### src/rtl/uart_receiver.sv
// uart_receiver
// Serial-to-parallel UART receiver for 8N1 frames (LSB first, idle-high line).
// The asynchronous RxD line passes through a two-flop synchroniser. The start
// bit is confirmed at its centre, and each data bit and the stop bit are then
// sampled at their bit centres. A received byte is held until the consumer
// acknowledges it. Framing and overrun conditions are flagged with one-cycle
// pulses.
//
// Ports:
//   clk          system clock, all logic on the rising edge
//   reset        asynchronous active-high reset
//   RxD          serial input, asynchronous to clk, idle high
//   data[7:0]    last accepted byte, stable while rx_full=1
//   rx_full      byte available, held until data_ack
//   data_ack     consumer acknowledge, clears rx_full on the same edge
//   framing_err  one-cycle pulse when the stop bit is sampled low
//   overrun_err  one-cycle pulse when a good byte is dropped because rx_full
//                is still set and no ack arrived
//   busy         high in every state except IDLE
module uart_receiver #(
  parameter int CLKS_PER_BIT = 10416,
  parameter int HALF_BIT     = CLKS_PER_BIT / 2
) (
  input  logic       clk,
  input  logic       reset,
  input  logic       RxD,
  output logic [7:0] data,
  output logic       rx_full,
  input  logic       data_ack,
  output logic       framing_err,
  output logic       overrun_err,
  output logic       busy
);

  localparam int CW = (CLKS_PER_BIT > 1) ? $clog2(CLKS_PER_BIT) : 1;
  localparam logic [CW-1:0] HALF_LAST = CW'(HALF_BIT - 1);
  localparam logic [CW-1:0] FULL_LAST = CW'(CLKS_PER_BIT - 1);

  typedef enum logic [2:0] {
    IDLE  = 3'd0,
    START = 3'd1,
    DATA  = 3'd2,
    STOP  = 3'd3,
    BRK   = 3'd4
  } state_t;

  state_t        state;
  state_t        state_nx;
  logic          sync_p0;
  logic          rxd_s;
  logic [CW-1:0] baud_cnt;
  logic [2:0]    bit_idx;
  logic [7:0]    shift_reg;

  logic          half_tick;
  logic          full_tick;
  logic          shift_en;
  logic          load_byte;
  logic          set_ovr;
  logic          set_frm;

  assign half_tick = (baud_cnt == HALF_LAST);
  assign full_tick = (baud_cnt == FULL_LAST);
  assign busy      = (state != IDLE);

  // Synchroniser: both flops reset high so the idle line is seen immediately
  // and no false start bit appears after reset.
  always_ff @(posedge clk or posedge reset) begin
    if (reset) begin
      sync_p0 <= 1'b1;
      rxd_s   <= 1'b1;
    end else begin
      sync_p0 <= RxD;
      rxd_s   <= sync_p0;
    end
  end

  always_ff @(posedge clk or posedge reset) begin
    if (reset) begin
      state <= IDLE;
    end else begin
      state <= state_nx;
    end
  end

  always_comb begin
    state_nx  = state;
    shift_en  = 1'b0;
    load_byte = 1'b0;
    set_ovr   = 1'b0;
    set_frm   = 1'b0;
    unique case (state)
      IDLE: begin
        if (!rxd_s) state_nx = START;
      end
      START: begin
        // A line that is high again at the start-bit centre was a glitch.
        if (half_tick) state_nx = rxd_s ? IDLE : DATA;
      end
      DATA: begin
        if (full_tick) begin
          shift_en = 1'b1;
          if (bit_idx == 3'd7) state_nx = STOP;
        end
      end
      STOP: begin
        if (full_tick) begin
          if (rxd_s) begin
            // An ack on this same edge frees the holding register in time.
            if (!rx_full || data_ack) load_byte = 1'b1;
            else                      set_ovr   = 1'b1;
            state_nx = IDLE;
          end else begin
            set_frm  = 1'b1;
            state_nx = BRK;
          end
        end
      end
      BRK: begin
        // A line held low must return high before a new start is accepted.
        if (rxd_s) state_nx = IDLE;
      end
      default: state_nx = IDLE;
    endcase
  end

  // Baud counter restarts on every state change and wraps at each bit end.
  always_ff @(posedge clk or posedge reset) begin
    if (reset) begin
      baud_cnt <= '0;
    end else if (state_nx != state || state == IDLE || full_tick) begin
      baud_cnt <= '0;
    end else begin
      baud_cnt <= baud_cnt + 1'b1;
    end
  end

  always_ff @(posedge clk or posedge reset) begin
    if (reset) begin
      bit_idx   <= 3'd0;
      shift_reg <= 8'h00;
    end else begin
      if (state == START) begin
        bit_idx <= 3'd0;
      end else if (shift_en) begin
        bit_idx   <= bit_idx + 3'd1;
        shift_reg <= {rxd_s, shift_reg[7:1]};
      end
    end
  end

  always_ff @(posedge clk or posedge reset) begin
    if (reset) begin
      data        <= 8'h00;
      rx_full     <= 1'b0;
      framing_err <= 1'b0;
      overrun_err <= 1'b0;
    end else begin
      framing_err <= set_frm;
      overrun_err <= set_ovr;
      if (load_byte) begin
        data    <= shift_reg;
        rx_full <= 1'b1;
      end else if (data_ack) begin
        rx_full <= 1'b0;
      end
    end
  end

endmodule

### config.mk
export PLATFORM = sky130hd
export DESIGN_NAME = uart_receiver
export DESIGN_NICKNAME = d
export VERILOG_FILES = /design/src/rtl/uart_receiver.sv
export SDC_FILE = /design/constraint.sdc
export NUM_CORES = 1
export LEC_CHECK = 0
export CORE_UTILIZATION = 60
export DETAILED_ROUTE_END_ITERATION = 10
export DONT_BUFFER_PORTS = 1
export PLACE_DENSITY = 0.74
export SLEW_MARGIN = 20
export SYNTH_ARGS = -nofsm -noshare
export SYNTH_HDL_FRONTEND = slang
export SYNTH_SLANG_ARGS = --single-unit
### constraint.sdc
create_clock -name clk -period 2.4 [get_ports clk]
set_clock_uncertainty 0.05 [all_clocks]
set_input_delay 0.12 -clock clk [delete_from_list [all_inputs] [get_ports clk]]
set_output_delay 0.12 -clock clk [all_outputs]
set_load 0.005 [all_outputs]
==> flow_metrics.tcl <==
set metrics [dict create \
    hpwlAfterDp_mm 2.16 \
    port_buffers 0 \
    syn_nets 164 \
    max_freq_ghz 0.471 \
    nets 174 \
    rows 20 \
    cts_root_buf "clkbuf_4" \
    grtUsageMet3_pct 5.36 \
    finalHoldViolCount 0 \
    cts_setup_buffers 0 \
    synthSimpleGateAreaFrac_pct 21.2 \
    areaGrowthSynthToFinish_pct 8.31 \
    arrival_ps 2350 \
    synthMuxAreaShare_pct 10.5 \
    cp_cell_sequence "ha_1, and3_2, and4_1, buf_4, nor3_4, nor2_1, buf_4, nor4_2" \
    grt_overflow 0 \
    ctsHtreeMaxLevel 2 \
    reg2regPathDepth 8 \
    globalRoute.busiestLayer "met2" \
    largest_register_ff_count 14 \
    firstDrtPassIters 5 \
    grt_pass1_vias 1189 \
    clock-sinks 41 \
    max_slew_margin_pct 56.3 \
    antenna_found_initial 0 \
    avgSynthCellArea_sq_um 12.1 \
    tightest_slew_ps 655 \
    end_kind "flop" \
    drive_gt1_share_pct 25.0 \
    drv_slew 0 \
    critical_path_buf_inv_count 2 \
    grt_pass1_wl_mm 5.29 \
    insertion_delay_ps 360 \
    grt_use_met2_pct 33.5 \
    cts_tree "built" \
    numCtsBuffers 5 \
    antennaDiodeCount 0 \
    slowest_delay_ps 410 \
    syn_inst 157 \
    ff_latch_area_sq_um 1030 \
    seq_area_frac_synth_pct 54.2 \
    fp.dieH_um 58.2 \
    worstSetupPathType "flop to flop" \
    core_sq_um 3030 \
    critPathMaxFanout 12 \
    ys.flop_type "dfrtp_1" \
    drt_iter0_markers 28 \
    netlist_area_sq_um 1900 \
    grt_setup_unrepaired "false" \
    setup_violations 0 \
    drv_cap 0 \
    path_clk_slew_ps 130 \
    io_pins 16 \
    die-area_sq_um 3390 \
    ys_types 45 \
    track_usage_pct 20.9 \
    start_util_pct 62.7 \
    cpMostUsedCell "buf_4" \
    regToRegSetupSlack_ps 280 \
    vias_per_cell 5.60 \
    synth_compound_area_share_pct 3.69 \
    place.gp.congestion 0.873 \
    cpLargestDelayFamily "simple AND/OR/NAND/NOR gates" \
    synth-adder-area-share_pct 1.98 \
    max-vdd-ir-drop_uv 361 \
    die_w_um 58.2 \
    synth_edf_count 0 \
    required_ps 2620 \
    wire_per_inst_um 14.3 \
    grt_max_degree 20 \
    synth_top_family_by_area "simple AND/OR/NAND/NOR gates" \
    hold_class "input port to async pin" \
    start_kind "flop" \
    dr_total_vias 1187 \
    grt_util_met1_pct 27.3 \
    clockBufferDepth 2 \
    crit_cells 8 \
    crit_path_top_delay_cell "dfrtp_1" \
    holdWs_ps 220 \
    async_reset_ff_share_pct 100 \
    fill_cells 235 \
    ant_nets 0 \
    finalCritPeriodShare_pct 88.5 \
    synthXorXnorAreaFrac_pct 5.54 \
    leakage_uw 0.000990 \
    status "finished clean" \
    synth_seq_cells 41 \
    p_per_area_nw_per_um2 570 \
    drt-total-wl_mm 3.04 \
    multiInputGateArea_sq_um 813 \
    fin_crit_ps 2120 \
    drcViolationCount 0 \
    synth_warnings 0 \
    finalSetupTns_ps 0 \
]
## metrics by stage
stage	cells	power, uW	area (sq um)	setup WS, ps	util, %
after floorplan	157	720	1900	583	-
after global placement	201	726	1940	367	64.1
after detailed placement	201	727	1940	285	64.1
after CTS	212	1180	2060	263	67.9
after global routing	212	1210	2060	127	67.9
final	212	1170	2060	276	67.9
## layer usage
| layer | wire length [um] | part of all wire [%] | up-vias |
|---|---|---|---|
| li1 | - | - | 569 |
| met1 | 1410 | 46 | 595 |
| met2 | 1480 | 49 | 19 |
| met3 | 103 | 3.4 | 4 |
| met4 | 48 | 1.6 | 0 |
| met5 | 0 | 0 | - |
## synthesized netlist by cell type (all sizes together) (2+ instances only)
library cell	number	area [sq um]
and3	3	21.3
dfrtp	39	976
nand4	4	31.3
inv	4	15.0
and4bb	2	25.0
mux2	15	169
dfstp	2	52.6
nand3	4	20.0
nor3	7	51.3
mux2i	3	30.0
nand2	7	26.3
o21ai	2	10.0
a21oi	2	10.0
ha	3	37.5
and2	2	13.8
nand3b	2	27.5
buf	4	41.3
xor2	6	52.6
and4	3	27.5
nor2	22	82.6
xnor2	6	52.6
## cell usage in the layout, fill, tap and decap left out, drive strengths merged, types with 4 or more instances in the layout
cell / netlist / layout
nand4: 4 / 4
nor2: 22 / 22
buf: 4 / 4
clkbuf: 0 / 5
nand2: 7 / 7
inv: 4 / 4
dfrtp: 39 / 39
nand3: 4 / 4
xor2: 6 / 6
mux2: 15 / 15
nor3: 7 / 7
xnor2: 6 / 6
## where the power goes
group          total (uW)  internal [uW]  switching [uW]
combinational        20.6           6.06            14.5
clock                 456            220             236
sequential            695            694            1.66
total                1170            920             252
## timing repair
item                      in CTS  in global routing
hold buffers                   3                  0
hold endpoints to repair      20                  0
resized for setup              0                  0
## final timing paths
path / start / end
hold reg to reg: sync_p0$_DFF_PP1_ / rxd_s$_DFF_PP1_
hold / removal: reset / baud_cnt[12]$_DFF_PP0_
min in group clk: RxD / sync_p0$_DFF_PP1_
setup reg to reg: baud_cnt[0]$_DFF_PP0_ / baud_cnt[4]$_DFF_PP0_
max in group asynchronous: reset / rxd_s$_DFF_PP1_
setup / recovery: baud_cnt[0]$_DFF_PP0_ / baud_cnt[4]$_DFF_PP0_
## logic make-up after synthesis
logic type	Yosys count
AND/OR/NAND/NOR	65
flip-flops	41
multiplexers	18
XOR/XNOR	12
AO/OA/AOI/OAI	10
buffers and inverters	8
adder cells (fa/ha/maj)	3
## cell type report
cell class / instances / area share, %
Timing Repair Buffer: 7 / 2.92
Tap cell: 44 / 2.68
Clock buffer: 5 / 1.83
Inverter: 4 / 0.730
Multi-Input combinational cell: 108 / 39.6
Sequential cell: 41 / 50.0
Clock inverter: 3 / 2.25
Power figures use the tool's default switching activity.
